**src/rtl/key_conditioner_pkg.sv**
```systemverilog
// rtl/key_conditioner_pkg.sv - shared types and constants for the key conditioner
package key_conditioner_pkg;

  // Per-channel debounce FSM states
  typedef enum logic [1:0] {
    KS_RELEASED    = 2'd0,
    KS_PRESS_CHK   = 2'd1,
    KS_PRESSED     = 2'd2,
    KS_RELEASE_CHK = 2'd3
  } key_state_t;

  // 20 ms debounce and 1 s hold at a 50 MHz clock
  localparam int KC_DEBOUNCE_50M = 1_000_000;
  localparam int KC_LONG_50M     = 50_000_000;

  // A key counts as held once a press has been accepted, including while a
  // release is still being qualified.
  function automatic logic kc_held(input key_state_t st);
    return (st == KS_PRESSED) || (st == KS_RELEASE_CHK);
  endfunction

endpackage

```
**src/rtl/key_conditioner_if.sv**
```systemverilog
// rtl/key_conditioner_if.sv - key pins and conditioned event bundle
interface key_conditioner_if #(
  parameter int NUM_KEYS = 2
);

  logic [NUM_KEYS-1:0] key_n;
  logic [NUM_KEYS-1:0] key_level;
  logic [NUM_KEYS-1:0] press_pulse;
  logic [NUM_KEYS-1:0] release_pulse;
  logic [NUM_KEYS-1:0] long_pulse;

  // Board / consumer side: drives the pins, observes the events
  modport master (
    output key_n,
    input  key_level,
    input  press_pulse,
    input  release_pulse,
    input  long_pulse
  );

  // Conditioner side
  modport slave (
    input  key_n,
    output key_level,
    output press_pulse,
    output release_pulse,
    output long_pulse
  );

endinterface

```
**src/rtl/key_conditioner_ch.sv**
```systemverilog
// rtl/key_conditioner_ch.sv - one key channel: synchronizer, debounce FSM, hold timer
module key_conditioner_ch
  import key_conditioner_pkg::*;
#(
  parameter int DEBOUNCE_CYCLES = KC_DEBOUNCE_50M,
  parameter int LONG_CYCLES     = KC_LONG_50M
) (
  input  logic clk,
  input  logic rst_n,
  input  logic key_n,
  output logic key_level,
  output logic press_pulse,
  output logic release_pulse,
  output logic long_pulse
);

  localparam int DW = $clog2(DEBOUNCE_CYCLES + 1);
  localparam int HW = $clog2(LONG_CYCLES + 1);
  localparam logic [DW-1:0] D_MAX = DW'(DEBOUNCE_CYCLES);
  localparam logic [DW-1:0] D_ONE = DW'(1);
  localparam logic [HW-1:0] H_MAX = HW'(LONG_CYCLES);
  localparam logic [HW-1:0] H_ONE = HW'(1);

  logic       sync1_q, sync1_d;
  logic       sync2_q, sync2_d;
  logic       s;
  key_state_t state_q, state_d;
  logic [DW-1:0] dcnt_q, dcnt_d;
  logic [HW-1:0] hcnt_q, hcnt_d;
  logic       level_q, level_d;
  logic       press_q, press_d;
  logic       release_q, release_d;
  logic       long_q, long_d;
  logic       long_done_q, long_done_d;

  assign s = sync2_q;

  // Two-flop synchronizer on the raw active-low pin
  always_comb begin
    sync1_d = key_n;
    sync2_d = sync1_q;
  end

  // Debounce FSM with its stability counter and saturating hold counter
  always_comb begin
    state_d = state_q;
    dcnt_d  = dcnt_q;
    hcnt_d  = hcnt_q;
    if (kc_held(state_q) && (hcnt_q != H_MAX)) begin
      hcnt_d = hcnt_q + H_ONE;
    end
    case (state_q)
      KS_RELEASED: begin
        if (!s) begin
          state_d = KS_PRESS_CHK;
          dcnt_d  = D_ONE;
        end
      end
      KS_PRESS_CHK: begin
        if (s) begin
          state_d = KS_RELEASED;
          dcnt_d  = '0;
        end else if (dcnt_q == D_MAX) begin
          state_d = KS_PRESSED;
          hcnt_d  = '0;
        end else begin
          dcnt_d = dcnt_q + D_ONE;
        end
      end
      KS_PRESSED: begin
        if (s) begin
          state_d = KS_RELEASE_CHK;
          dcnt_d  = D_ONE;
        end
      end
      KS_RELEASE_CHK: begin
        if (!s) begin
          state_d = KS_PRESSED;
        end else if (dcnt_q == D_MAX) begin
          state_d = KS_RELEASED;
        end else begin
          dcnt_d = dcnt_q + D_ONE;
        end
      end
      default: begin
        state_d = KS_RELEASED;
        dcnt_d  = '0;
      end
    endcase
  end

  // Output events derived from the registered state one cycle after the
  // FSM moves, so every output comes straight from a flop.
  always_comb begin
    level_d     = kc_held(state_q);
    press_d     = level_d & ~level_q;
    release_d   = ~level_d & level_q;
    long_d      = level_d & (hcnt_q == H_MAX) & ~long_done_q;
    long_done_d = level_d & (long_done_q | long_d);
  end

  // State, counters and output registers
  always_ff @(posedge clk or negedge rst_n) begin
    if (!rst_n) begin
      sync1_q     <= 1'b1;
      sync2_q     <= 1'b1;
      state_q     <= KS_RELEASED;
      dcnt_q      <= '0;
      hcnt_q      <= '0;
      level_q     <= 1'b0;
      press_q     <= 1'b0;
      release_q   <= 1'b0;
      long_q      <= 1'b0;
      long_done_q <= 1'b0;
    end else begin
      sync1_q     <= sync1_d;
      sync2_q     <= sync2_d;
      state_q     <= state_d;
      dcnt_q      <= dcnt_d;
      hcnt_q      <= hcnt_d;
      level_q     <= level_d;
      press_q     <= press_d;
      release_q   <= release_d;
      long_q      <= long_d;
      long_done_q <= long_done_d;
    end
  end

  assign key_level     = level_q;
  assign press_pulse   = press_q;
  assign release_pulse = release_q;
  assign long_pulse    = long_q;

endmodule

```
**src/rtl/key_conditioner.sv**
```systemverilog
// rtl/key_conditioner.sv - multi-channel push-button conditioner top
module key_conditioner
  import key_conditioner_pkg::*;
#(
  parameter int NUM_KEYS        = 2,
  parameter int DEBOUNCE_CYCLES = KC_DEBOUNCE_50M,
  parameter int LONG_CYCLES     = KC_LONG_50M
) (
  input  logic             clk,
  input  logic             rst_n,
  key_conditioner_if.slave kif
);

  logic [NUM_KEYS-1:0] level_w;
  logic [NUM_KEYS-1:0] press_w;
  logic [NUM_KEYS-1:0] release_w;
  logic [NUM_KEYS-1:0] long_w;

  // One fully independent channel per key
  for (genvar gi = 0; gi < NUM_KEYS; gi++) begin : g_ch
    key_conditioner_ch #(
      .DEBOUNCE_CYCLES(DEBOUNCE_CYCLES),
      .LONG_CYCLES    (LONG_CYCLES)
    ) u_ch (
      .clk          (clk),
      .rst_n        (rst_n),
      .key_n        (kif.key_n[gi]),
      .key_level    (level_w[gi]),
      .press_pulse  (press_w[gi]),
      .release_pulse(release_w[gi]),
      .long_pulse   (long_w[gi])
    );
  end

  assign kif.key_level     = level_w;
  assign kif.press_pulse   = press_w;
  assign kif.release_pulse = release_w;
  assign kif.long_pulse    = long_w;

endmodule

```
**src/flat_wrapper.sv**
```systemverilog
// flat-port wrapper written by rule: the top's interface ports become plain ports
module key_conditioner_flat import key_conditioner_pkg::*;
#(
  parameter int NUM_KEYS        = 2,
  parameter int DEBOUNCE_CYCLES = KC_DEBOUNCE_50M,
  parameter int LONG_CYCLES     = KC_LONG_50M
)
  (clk, rst_n, kif_key_n, kif_key_level, kif_press_pulse, kif_release_pulse, kif_long_pulse);
  key_conditioner_if #(.NUM_KEYS(NUM_KEYS)) kif_i ();
  input  logic clk;
  input  logic rst_n;
  input wire logic [$bits(kif_i.key_n)-1:0] kif_key_n;
  output wire logic [$bits(kif_i.key_level)-1:0] kif_key_level;
  output wire logic [$bits(kif_i.press_pulse)-1:0] kif_press_pulse;
  output wire logic [$bits(kif_i.release_pulse)-1:0] kif_release_pulse;
  output wire logic [$bits(kif_i.long_pulse)-1:0] kif_long_pulse;
  assign kif_i.key_n = kif_key_n;
  assign kif_key_level = kif_i.key_level;
  assign kif_press_pulse = kif_i.press_pulse;
  assign kif_release_pulse = kif_i.release_pulse;
  assign kif_long_pulse = kif_i.long_pulse;
  key_conditioner #(.NUM_KEYS(NUM_KEYS), .DEBOUNCE_CYCLES(DEBOUNCE_CYCLES), .LONG_CYCLES(LONG_CYCLES)) u_core (.clk(clk), .rst_n(rst_n), .kif(kif_i));
endmodule
```
**config.mk**
```make
export PLATFORM = sky130hd
export DESIGN_NAME = key_conditioner_flat
export DESIGN_NICKNAME = d
export VERILOG_FILES = /design/src/rtl/key_conditioner_pkg.sv /design/src/rtl/key_conditioner_if.sv /design/src/rtl/key_conditioner_ch.sv /design/src/rtl/key_conditioner.sv /design/src/flat_wrapper.sv
export SDC_FILE = /design/constraint.sdc
export NUM_CORES = 1
export LEC_CHECK = 0
export ABC_AREA = 1
export CORE_MARGIN = 2
export CORE_UTILIZATION = 50
export DETAILED_ROUTE_END_ITERATION = 8
export HOLD_SLACK_MARGIN = 0.15
export PLACE_DENSITY = 0.66
export SLEW_MARGIN = 20
export SYNTH_ARGS = -nofsm -noshare
export SYNTH_HDL_FRONTEND = slang
export SYNTH_SLANG_ARGS = --single-unit
```
**constraint.sdc**
```tcl
create_clock -name clk -period 3.1 [get_ports clk]
set_input_delay 0.31 -clock clk [delete_from_list [all_inputs] [get_ports clk]]
set_output_delay 0.31 -clock clk [all_outputs]
set_load 0.05 [all_outputs]
```
; ---- After elaboration in Yosys (flattened, before gate mapping)
; Cells that the tools add are included.
[word_totals]
wordCells = 108
reg_bits = 110
[op_classes]
reduce_logical = 10
muxes = 34
n_bitwise = 18
add_sub_neg = 4
eq_ne = 22
[ops]
columns = cell, count
row1 = two-way mux 26 bit, 8
row2 = two-way mux 20 bit, 10
row3 = one-hot mux 20 bit (4 select lines), 2
row4 = "adder 26 x 1 -> 26 bit, second input constant", 2
row5 = "== test 26 bit, second input constant", 2
row6 = "inequality test 26 bit, second input constant", 2
row7 = "adder 20 x 1 -> 20 bit, second input constant", 2
row8 = "== test 20 bit, second input constant", 2
row9 = two-way mux 2 bit, 12
row10 = one-hot mux 2 bit (4 select lines), 2
row11 = "inequality test 2 bit, second input constant", 6
row12 = "inequality test 3 bit, second input constant", 4
row13 = bitwise AND 1 bit, 10
row14 = "== test 2 bit, second input constant", 4
row15 = AND reduction 4 bit, 2
row16 = inverter 1 bit, 6
row17 = AND reduction 3 bit, 2
row18 = "== test 2 x 1 -> 1 bit, second input constant", 2
row19 = zero test 2 bit, 2
row20 = logical AND 1 bit, 2
row21 = logical OR 1 bit, 2
row22 = bitwise OR 1 bit, 2

; ---- Longest topological paths before layout
; Gate-level depths: netlist of run 1.
[logic_depth]
ltp_word = 7
depth_mapped = 12

; ---- Cells and area by module
; From an unflattened synthesis of run 1, not the netlist that was laid out.
[unflattened]
hier_cells = 1088
hier_area_um2 = 7462.2
[modules_own_cells]
columns = module, n_inst, cells_each, area_each_um2, seq_area_each_um2
row1 = key_conditioner_ch (u_core.g_ch[0].u_ch), 1, 547, 3752.3, 1378.8
row2 = key_conditioner_ch (u_core.g_ch[1].u_ch), 1, 541, 3709.8, 1378.8

; ---- Worst setup path after synthesis of run 1
; Ideal clock, no wire load.
[synth_path]
path_type = flip-flop to flip-flop
startpoint = reg u_core.g_ch[1].u_ch.hcnt_q[0]
endpoint = reg u_core.g_ch[1].u_ch.hcnt_q[1]
period_less_slack_ns = 1.501
slack_ns = 1.599
path_buffers = 1
arrival_time_ns = 1.383
required_time_ns = 2.982
stages_incl_launch_ff = 11
setup_time_ns = 0.118
path_cell_list = dfrtp_1 -> inv_1 -> ha_1 -> nand2_1 -> nor2_1 -> nand2_1 -> nor2_2 -> nor2_4 -> buf_2 -> o21bai_1 -> nor2_1
[synth_via]
elab_chain_cells = 6
[synth_rtl]
columns = element, line
row1 = "start, declared", key_conditioner_ch.sv:29  ; logic [HW-1:0] hcnt_q, hcnt_d;
row2 = "start signal, assigned", key_conditioner_ch.sv:120  ; hcnt_q <= hcnt_d;
row3 = "parallel branches: the longest is 2 deep, another holds adder 26 x 1 -> 26 bit", --
row4 = two-way mux 26 bit (*), key_conditioner_ch.sv:49  ; if (kc_held(state_q) && (hcnt_q != H_MAX)) begin
row5 = two-way mux 26 bit, key_conditioner_ch.sv:63  ; end else if (dcnt_q == D_MAX) begin
row6 = two-way mux 26 bit, key_conditioner_ch.sv:60  ; if (s) begin
row7 = two-way mux 26 bit (*), key_conditioner_ch.sv:52  ; case (state_q)
row8 = via u_core.g_ch[1].u_ch.hcnt_d[1], key_conditioner_ch.sv:29
; Mark *: on every way through the listed nets, which the timed path passes.
; A chain may end at the register's enable or synchronous reset.

==> results by group, run 1 <==
Status
  • Status: finished, final reports clean

Worst setup path
  • Crit path cell chain: inv_2 -> nand3_1 -> nand2_1 -> inv_2 -> nand2_1 -> inv_1 -> a21oi_1 -> o21a_1
  • CP Data Arrival Time: 2470 ps
  • Startpoint types: flop
  • WP buf/inv: 3
  • Req. time, crit path: 3350 ps
  • CP max stage delay: 640 ps
  • Slowest cell on the critical path: dfrtp_1
  • Delay-heaviest family, CP: simple AND/OR/NAND/NOR gates
  • Reg2reg setup slack: 880 ps
  • Crit path max fanout: 13
  • R2r endpoint: u_core.g_ch[1].u_ch.dcnt_q[11]
  • Worst Reg-to-Reg Cells: 8
  • Crit end category: flop
  • CP Class: reg2reg

Synthesis
  • Area share of the largest cell type after synthesis: 0.359
  • #FFs+latches synth: 110
  • Post-synth EDFFs: 0
  • Sequential share of the synthesized area: 0.373
  • Syn nets: 1116
  • Top-count cell post-synth: nand2_1
  • Top cells by area, synth: dfrtp_1 (36%), nand2_1 (19%), nor2_1 (8.4%)
  • Library cells used by synthesis: 36
  • Yosys warnings: 0
  • Largest area contributor in the netlist: dfrtp_1
  • Main synth FF type: dfrtp_1
  • Asr flop ratio synth: 1.00
  • Post-Synthesis Cells: 1104
  • Mapped Area: 7390 µm²
  • Most frequent cells after synthesis: nand2_1 (383), nor2_1 (165), inv_1 (121), dfrtp_1 (106), nand3_1 (71)
  • Syn avg cell area: 6.70 µm²

Global route
  • Number of global-route vias before repair: 6343
  • Overflow after GRT: 0
  • First-pass GRT wire length: 30000 µm
  • Largest net degree at the start of global routing: 43
  • Initial antenna violation count: 0
  • GRT Total Usage: 0.230

Clock tree
  • CTS Root Cell: clkbuf_16
  • Clock Sinks: 110
  • Worst-path clk slew: 70 ps
  • Skew-Pair Late Insertion Delay: 360 ps
  • Clock Path Buffers: 2
  • CTS tree: built
  • Cts bufs inserted: 9
  • Cts repair resizes: 0
  • Post-CTS Setup Bufs: 0
  • CTS H-tree depth: 3

Route
  • Via count: 6664
  • Via density: 5.18
  • Iter 0 DRT Violations: 486
  • Routed wire length: 17200 µm
  • Wire per inst: 13.4 µm
  • Residual DRC count: 0
  • Pre-Repair DR Iteration Count: 5
  • Final ANT Viol Nets: 0

Job
  • Max-cap viol count: 0

Place
  • Placed cell count: 1270
  • Gpl congestion: 0.877
  • Dpl hpwl: 12500 µm
  • # port buffers: 11
  • Placed cell area: 7530 µm²

Power and ir drop
  • Pleak: 3.41 nW
  • VDD IR max: 0.000291 V
  • Pwr dens: 362 nW/µm²

Hold path
  • Hold Crit Start: kif_key_n[1]
  • WHS Path Cells: 1
  • Hold Path Sink: u_core.g_ch[1].u_ch.sync1_q
  • HP Class: in2reg

Finish
  • Most flop-heavy register: u_core.g_ch.u_ch.hcnt_q
  • Share of layout cells above drive strength 1: 0.0807
  • Registers with the most flip-flops: u_core.g_ch.u_ch.hcnt_q x52, u_core.g_ch.u_ch.dcnt_q x40
  • Max reg flops: 52
  • Final nets: 1110
  • Diode count: 0
  • Finished Layout Cells: 1287
  • Area grow syn2layout: 6.48%
  • Post-route cell area: 7870 µm²

Floorplan
  • Die W: 126 µm
  • Ports: 12
  • Placeable Area: 14500 µm²
  • Die Area: 15800 µm²
  • # rows: 44
  • Die Ht: 126 µm
  • Initial Utilization: 0.511

STA
  • Final worst-path cycle share: 0.715
  • Tmin final: 2220 ps
  • Slew @ Worst Pin: 665 ps
  • Final Hold Vio Count: 0
  • Slew Limit Fails: 0
  • Max Freq: 451 MHz
  • Final Skew: 8.46 ps
  • Max-slew headroom: 0.557
  • Final setup fails: 0
  • RSZ-0062 raised after global routing: false
  • Setup TNS: 0 ps
-- report_power, final --
| group | leakage (nW) | total (W) | internal [W] | switching [W] |
|---|---|---|---|---|
| clock | 0.148 | 0.00129 | 0.000732 | 0.000557 |
| sequential | 1.51 | 0.00146 | 0.00145 | 0.0000130 |
| combinational | 1.75 | 0.000103 | 0.0000274 | 0.0000759 |
-- logic make-up after synthesis --
kind of cell / after synthesis / synth area share
buf+inv: 158 / 0.0943
fa+ha+maj: 8 / 0.0135
flops: 110 / 0.373
xor+xnor: 29 / 0.0344
compound gates: 117 / 0.103
simple gates: 682 / 0.382
-- repair_timing --
item | 4_1_cts | 5_1_grt
setup endpoints to repair | 0 | 0
hold buffers | 1 | 0
endpoints found under the hold margin | 38 | 0
-- placed cells by master (no fill, tap or decap), drive strengths merged, types with 8 or more instances in the layout --
cell type / synthesis / final
ha: 8 / 8
nor2: 177 / 177
clkdlybuf4s50: 0 / 10
o21ai: 36 / 36
dfrtp: 106 / 106
inv: 125 / 125
nand4: 21 / 21
a21oi: 64 / 64
o22ai: 8 / 8
nand2: 391 / 391
nor3: 15 / 15
clkbuf: 3 / 11
nand3: 72 / 72
xor2: 24 / 24
-- metrics by stage --
| stage | setup WS [ps] | power, W | utilization | hold WS (ps) |
|---|---|---|---|---|
| after floorplan | 1600 | 0.00154 | - | 14.4 |
| after global placement | 789 | 0.00159 | 0.520 | 341 |
| after detailed placement | 749 | 0.00159 | 0.520 | 346 |
| after CTS | 745 | 0.00289 | 0.543 | 339 |
| after global routing | 714 | 0.00296 | 0.544 | 345 |
| final | 883 | 0.00285 | 0.544 | 351 |
-- layer usage --
layer / GRT usage / vias up / wire length [µm]
li1: - / 3449 / -
met5: 0 / - / 0
met4: 0.0542 / 0 / 189
met2: 0.370 / 112 / 8030
met1: 0.321 / 3085 / 8430
met3: 0.0454 / 18 / 594
-- how the worst max path moves through the flow --
stage	startpoint	end	depth (start not counted)
floorplan	u_core.g_ch[1].u_ch.hcnt_q[0]	u_core.g_ch[1].u_ch.hcnt_q[1]	10
global placement	flop	u_core.g_ch[0].u_ch.dcnt_q[3]	6
detailed placement	flop	u_core.g_ch[0].u_ch.dcnt_q[3]	6
CTS	flop	u_core.g_ch[0].u_ch.dcnt_q[3]	6
global route	flop	u_core.g_ch[1].u_ch.dcnt_q[11]	8
finish	flop	u_core.g_ch[1].u_ch.dcnt_q[11]	8
-- final cells by class --
| type | count | area, µm² |
|---|---|---|
| Fill cell | 1448 | 6610 |
| Multi-Input combinational cell | 836 | 3940 |
| Sequential cell | 110 | 2760 |
| Inverter | 125 | 469 |
| Clock buffer | 11 | 243 |
| Tap cell | 184 | 230 |
| Timing Repair Buffer | 16 | 148 |
| Clock inverter | 5 | 82.6 |
Note: power is estimated with default switching activity, not from simulation.
==> run 2, diff against run 1 <==
- PLACE_DENSITY: 0.66 -> 0.69
- clock period: 3.1 -> 1.85 ns (I/O delays scaled with it)
==> run 2 against run 1 <==
  * Cell count is 1.9% higher
  * Power grew 64%
  * Register-to-register slack worse by 730 ps
  * Critical path depth down 7
  * Count of clock-buffer cells in the layout is 2 lower
  * Worst hold slack got worse by 130 ps
  * Final area rose by 3.2%
  * Via count rose by 1.8%
==> results by group, run 2 (same netlist as run 1, synthesis figures left out) <==
Power and ir drop
  • VDD IR max: 0.000439 V (was 0.000291 V)
  • Net Sw Frac: 0.237 (was 0.226)
  • Combinational fraction of design power: 0.043 (was 0.036)
  • Seq pwr share: 0.523 (was 0.512)
  • Internal cell power: 0.00356 W (was 0.00221 W)
  • Pwr dens: 574 nW/µm² (was 362 nW/µm²)
  • Pleak: 3.55 nW (was 3.41 nW)
  • Sw power: 0.00111 W (was 0.000645 W)
  • Clock share of power: 0.434 (was 0.452)

Route
  • Via count: 6783 (was 6664)
  • Routed wire length: 17200 µm (about the same)
  • Iter 0 DRT Violations: 602 (was 486)
  • Via density: 5.17 (was 5.18)
  • Pre-Repair DR Iteration Count: 6 (was 5)
  • Wire per inst: 13.1 µm (was 13.4 µm)
  • Final ANT Viol Nets: 0 (unchanged)
  • Residual DRC count: 0 (unchanged)

Worst setup path
  • CP Class: reg2out (was reg2reg)
  • Crit end category: output port (was flop)
  • Crit path max fanout: 3 (was 13)
  • Req. time, crit path: 1660 ps (was 3350 ps)
  • WP buf/inv: 1 (was 3)
  • Slowest cell on the critical path: clkdlybuf4s50_1 (was dfrtp_1)
  • CP max stage delay: 810 ps (was 640 ps)
  • CP Data Arrival Time: 1530 ps (was 2470 ps)
  • Delay-heaviest family, CP: buffers and inverters (was simple AND/OR/NAND/NOR gates)
  • Startpoint types: flop (unchanged)
  • Reg2reg setup slack: 150 ps (was 880 ps)
  • Crit path cell chain: clkdlybuf4s50_1 (was inv_2 -> nand3_1 -> nand2_1 -> inv_2 -> nand2_1 -> inv_1 -> a21oi_1 -> o21a_1)

Floorplan
  • Die W: 126 µm (unchanged)
  • Die Area: 15800 µm² (unchanged)
  • Die Ht: 126 µm (unchanged)
  • # rows: 44 (unchanged)
  • Ports: 12 (unchanged)
  • Initial Utilization: 0.511 (unchanged)
  • Placeable Area: 14500 µm² (unchanged)

Clock tree
  • Clock Path Buffers: 2 (unchanged)
  • Worst-path clk slew: 70 ps (about the same)
  • CTS H-tree depth: 3 (unchanged)
  • CTS tree: built (unchanged)
  • Skew-Pair Late Insertion Delay: 370 ps (was 360 ps)
  • Cts bufs inserted: 9 (unchanged)
  • Clock Sinks: 110 (unchanged)
  • CTS Root Cell: clkbuf_16 (unchanged)

Global route
  • Largest net degree at the start of global routing: 38 (was 43)
  • Overflow after GRT: 0 (unchanged)
  • Initial antenna violation count: 0 (unchanged)
  • Number of global-route vias before repair: 6326 (was 6343)
  • First-pass GRT wire length: 29400 µm (was 30000 µm)
  • GRT Total Usage: 0.223 (was 0.230)

Finish
  • Registers with the most flip-flops: u_core.g_ch.u_ch.hcnt_q x52, u_core.g_ch.u_ch.dcnt_q x40 (unchanged)
  • Register area: 2760 µm² (unchanged)
  • Most common cell after layout, fill and taps aside: nand2_1 (unchanged)
  • Diode count: 0 (unchanged)
  • Final nets: 1135 (was 1110)
  • Area grow syn2layout: 9.88% (was 6.48%)
  • Max reg flops: 52 (unchanged)
  • Multi-input gate area: 3990 µm² (was 3940 µm²)
  • Commonest cells after routing, fill and taps aside: nand2_1 (382), nor2_1 (163), inv_1 (121) (was nand2_1 (383), nor2_1 (165), inv_1 (121))
  • Most flop-heavy register: u_core.g_ch.u_ch.hcnt_q (unchanged)
  • Share of layout cells above drive strength 1: 0.105 (was 0.0807)
  • Finished Core Util: 0.561 (was 0.544)
  • Filler cells: 1399 (was 1448)

Job
  • Max-cap viol count: 0 (unchanged)

STA
  • Slew @ Worst Pin: 518 ps (was 665 ps)
  • Setup TNS: 0 ps (unchanged)
  • Slew Limit Fails: 0 (unchanged)
  • Final worst-path cycle share: 0.930
  • Tmin final: 1720 ps
  • Final setup fails: 0 (unchanged)
  • RSZ-0062 raised after global routing: false (unchanged)
  • Final Hold Vio Count: 0 (unchanged)
  • Final Skew: 14.9 ps (was 8.46 ps)
  • Max-slew headroom: 0.655 (was 0.557)
  • Max Freq: 581 MHz

Place
  • Gpl congestion: 0.886 (was 0.877)
  • Dpl hpwl: 12100 µm (was 12500 µm)
  • # port buffers: 11 (unchanged)

Status
  • Status: finished, final reports clean (unchanged)

Hold path
  • HP Class: in2reg (unchanged)
-- run 2: power groups by stage --
stage / registers (W) / logic, W / clock network, W
after floorplan: 0.00249 / 0.0000946 / 0
after global placement: 0.00249 / 0.000199 / 0
after detailed placement: 0.00249 / 0.000201 / 0
after CTS: 0.00244 / 0.000203 / 0.00209
after global routing: 0.00245 / 0.000237 / 0.00218
final: 0.00244 / 0.000199 / 0.00202
-- run 2: worst paths after layout --
| kind | start | to | cells after the start |
|---|---|---|---|
| max in group asynchronous | rst_n | u_core.g_ch[1].u_ch.sync1_q | 3 |
| worst min register to register | u_core.g_ch[0].u_ch.sync1_q | u_core.g_ch[0].u_ch.s | 0 |
| worst min-delay path | kif_key_n[1] | u_core.g_ch[1].u_ch.sync1_q | 1 |
| worst max-delay path | u_core.g_ch[0].u_ch.key_level | kif_key_level[0] | 1 |
| worst max register to register | u_core.g_ch[1].u_ch.dcnt_q[0] | u_core.g_ch[1].u_ch.hcnt_q[1] | 9 |
| min in group asynchronous | rst_n | u_core.g_ch[0].u_ch.hcnt_q[23] | 2 |
-- run 2: what timing repair did --
action / 4_1_cts / 5_1_grt
resized for setup: 0 / 9
endpoints found under the hold margin: 32 / 0
endpoints found under the setup margin: 0 / 53
hold buffers: 1 / 0
setup buffers: 0 / 0
-- run 2: routing by layer --
metal | wire [µm] | up-vias | track usage
met5 | 0 | - | 0
met4 | 240 | 0 | 0.0595
met3 | 660 | 19 | 0.0329
met2 | 7840 | 155 | 0.355
met1 | 8420 | 3102 | 0.318
li1 | - | 3507 | -
-- run 2: cell type report --
| cell class | instances | area share |
|---|---|---|
| Clock buffer | 9 | 0.0277 |
| Multi-Input combinational cell | 838 | 0.492 |
| Tap cell | 184 | 0.0283 |
| Sequential cell | 110 | 0.339 |
| Clock inverter | 7 | 0.00986 |
| Timing Repair Buffer | 39 | 0.0453 |
| Inverter | 125 | 0.0578 |
-- run 2: stage by stage --
| stage | cells | setup WS, ps | area, µm² | hold slack (ps) | power (W) |
|---|---|---|---|---|---|
| 2_1_floorplan | 1104 | 349 | 7390 | -111 | 0.00258 |
| 3_3_place_gp | 1293 | 138 | 7750 | 203 | 0.00269 |
| 3_5_place_dp | 1293 | 89.9 | 7750 | 204 | 0.00269 |
| 4_1_cts | 1310 | 51.2 | 8070 | 211 | 0.00474 |
| 5_1_grt | 1312 | 3.98 | 8120 | 223 | 0.00486 |
| 6_report | 1312 | 130 | 8120 | 223 | 0.00467 |
==> run 3, diff against run 2 <==
- CORE_UTILIZATION: 50 -> 57
- PLACE_DENSITY: 0.69 -> 0.77
==> run 3 against run 2 <==
  * Routed wire length down 0.14%
  * Critical path type unchanged
  * Sequential power about the same
  * Power up 0.12%
  * Largest power group unchanged
  * Clock skew down 5.7 ps
  * Final area down 0.57%
==> results by group, run 3 (same netlist as run 1, synthesis figures left out) <==
Status
  • Status: finished, final reports clean (unchanged)

Worst setup path
  • CP Data Arrival Time: 1550 ps (was 1530 ps)
  • CP Class: reg2out (unchanged)
  • Crit path max fanout: 3 (unchanged)
  • WP buf/inv: 1 (unchanged)
  • Reg2reg setup slack: 130 ps (was 150 ps)
  • Startpoint types: flop (unchanged)
  • Crit end category: output port (unchanged)
  • R2r endpoint: u_core.g_ch[0].u_ch.hcnt_q[25] (was u_core.g_ch[1].u_ch.hcnt_q[1])
  • Critical R2R Launch: u_core.g_ch[0].u_ch.dcnt_q[0] (was u_core.g_ch[1].u_ch.dcnt_q[0])
  • Crit path cell chain: clkdlybuf4s50_1 (unchanged)
  • Worst Reg-to-Reg Cells: 8 (was 9)
  • Delay-heaviest family, CP: buffers and inverters (unchanged)
  • Req. time, crit path: 1660 ps (about the same)
  • Setup crit start: u_core.g_ch[1].u_ch.key_level (was u_core.g_ch[0].u_ch.key_level)
  • Slowest cell on the critical path: clkdlybuf4s50_1 (unchanged)
  • CP max stage delay: 810 ps (about the same)

Place
  • Gpl congestion: 0.926 (was 0.886)
  • Placed cell area: 7710 µm² (was 7750 µm²)
  • Dpl hpwl: 12400 µm (was 12100 µm)
  • # port buffers: 11 (unchanged)
  • Placed cell count: 1279 (was 1293)

STA
  • Final Hold Slack: 224 ps (was 223 ps)
  • Slew Limit Fails: 0 (unchanged)
  • Final setup fails: 0 (unchanged)
  • Final Skew: 9.15 ps (was 14.9 ps)
  • Max Freq: 575 MHz (was 581 MHz)
  • Final Hold Vio Count: 0 (unchanged)
  • Slew @ Worst Pin: 506 ps (was 518 ps)
  • RSZ-0062 raised after global routing: false (unchanged)
  • Tmin final: 1740 ps (was 1720 ps)
  • Final worst-path cycle share: 0.940 (was 0.930)
  • Max-slew headroom: 0.662 (was 0.655)
  • Setup TNS: 0 ps (unchanged)

Finish
  • Share of layout cells above drive strength 1: 0.105 (about the same)
  • Filler cells: 1201 (was 1399)
  • Registers with the most flip-flops: u_core.g_ch.u_ch.hcnt_q x52, u_core.g_ch.u_ch.dcnt_q x40 (unchanged)
  • Register area: 2760 µm² (about the same)
  • Final nets: 1133 (was 1135)
  • Max reg flops: 52 (unchanged)
  • Most common cell after layout, fill and taps aside: nand2_1 (unchanged)
  • Most flop-heavy register: u_core.g_ch.u_ch.hcnt_q (unchanged)
  • Multi-input gate area: 3990 µm² (about the same)
  • Diode count: 0 (unchanged)
  • Commonest cells after routing, fill and taps aside: nand2_1 (383), nor2_1 (162), inv_1 (120) (was nand2_1 (382), nor2_1 (163), inv_1 (121))
  • Post-route cell area: 8080 µm² (was 8120 µm²)
  • Area grow syn2layout: 9.26% (was 9.88%)
  • Finished Layout Cells: 1298 (was 1312)

Clock tree
  • CTS tree: built (unchanged)
  • Worst-path clk slew: 80 ps (was 70 ps)
  • CTS H-tree depth: 3 (unchanged)
  • Post-CTS Setup Bufs: 0 (unchanged)
  • Cts bufs inserted: 9 (unchanged)
  • Skew-Pair Late Insertion Delay: 370 ps (about the same)
  • CTS Root Cell: clkbuf_16 (unchanged)
  • Clock Path Buffers: 2 (unchanged)
  • Clock Sinks: 110 (unchanged)

Route
  • Final ANT Viol Nets: 0 (unchanged)
  • Pre-Repair DR Iteration Count: 5 (was 6)
  • Via density: 5.29 (was 5.17)
  • Residual DRC count: 0 (unchanged)
  • Via count: 6863 (was 6783)
  • Wire per inst: 13.2 µm (was 13.1 µm)
  • Routed wire length: 17100 µm (was 17200 µm)
  • Iter 0 DRT Violations: 707 (was 602)

Power and ir drop
  • Net Sw Frac: 0.233 (was 0.237)
  • Internal cell power: 0.00358 W (was 0.00356 W)
  • Pwr dens: 579 nW/µm² (was 574 nW/µm²)
  • VDD IR max: 0.000486 V (was 0.000439 V)
  • Combinational fraction of design power: 0.042 (was 0.043)
  • Clock share of power: 0.435 (was 0.434)
  • Sw power: 0.00109 W (was 0.00111 W)
  • Pleak: 3.53 nW (was 3.55 nW)
  • Seq pwr share: 0.523 (about the same)

Global route
  • Number of global-route vias before repair: 6389 (was 6326)
  • Overflow after GRT: 0 (unchanged)
  • First-pass GRT wire length: 29800 µm (was 29400 µm)
  • Initial antenna violation count: 0 (unchanged)
  • GRT Total Usage: 0.258 (was 0.223)
  • Largest net degree at the start of global routing: 34 (was 38)

Hold path
  • Hold Path Sink: u_core.g_ch[1].u_ch.sync1_q (unchanged)
  • Hold Crit Start: kif_key_n[1] (unchanged)
  • HP Class: in2reg (unchanged)
  • WHS Path Cells: 1 (unchanged)

Floorplan
  • Ports: 12 (unchanged)
  • # rows: 41 (was 44)
  • Die Area: 13900 µm² (was 15800 µm²)
  • Placeable Area: 12600 µm² (was 14500 µm²)
  • Die W: 118 µm (was 126 µm)
  • Die Ht: 118 µm (was 126 µm)
  • Initial Utilization: 0.586 (was 0.511)

Job
  • Max-cap viol count: 0 (unchanged)
run 3: how the worst max path moves through the flow:
stage                                     endpoint  slack (ps)  depth (start not counted)
floorplan            u_core.g_ch[1].u_ch.hcnt_q[1]         350                         10
global placement     u_core.g_ch[1].u_ch.hcnt_q[6]         120                          9
detailed placement   u_core.g_ch[1].u_ch.hcnt_q[7]          50                          9
CTS                  u_core.g_ch[1].u_ch.hcnt_q[7]          40                          9
global route        u_core.g_ch[1].u_ch.hcnt_q[25]          10                          8
finish                            kif_key_level[1]         110                          1
run 3: power groups by stage:
stage	clock, W	sequential [W]	combinational [W]
2_1_floorplan	0	0.00249	0.0000946
3_3_place_gp	0	0.00249	0.000195
3_5_place_dp	0	0.00249	0.000197
4_1_cts	0.00210	0.00244	0.000200
5_1_grt	0.00218	0.00245	0.000230
6_report	0.00203	0.00244	0.000195
run 3: metal layers:
metal,global-route usage,vias up,part of all wire
met1,0.363,3171,0.48
li1,-,3496,-
met4,0.0617,0,0.012
met3,0.0489,23,0.050
met2,0.411,173,0.46
met5,0,-,0
run 3: cell type report:
cell class                      instances  area share
Tap cell                              172      0.0266
Clock buffer                           10      0.0296
Inverter                              125      0.0581
Timing Repair Buffer                   37      0.0424
Sequential cell                       110       0.342
Multi-Input combinational cell        838       0.493
Clock inverter                          6     0.00836
run 3: through the flow:
stage	power, W	utilization	setup slack [ps]
floorplan	0.00258	-	349
global placement	0.00268	0.611	124
detailed placement	0.00269	0.611	49.5
CTS	0.00474	0.636	38.6
global route	0.00486	0.640	10.9
finish	0.00467	0.640	111
run 3: timing repair:
action                                  in CTS  in global routing
endpoints found under the hold margin       70                  0
gates resized for setup                      0                 10
endpoints found under the setup margin       0                 54
hold buffers                                 1                  0
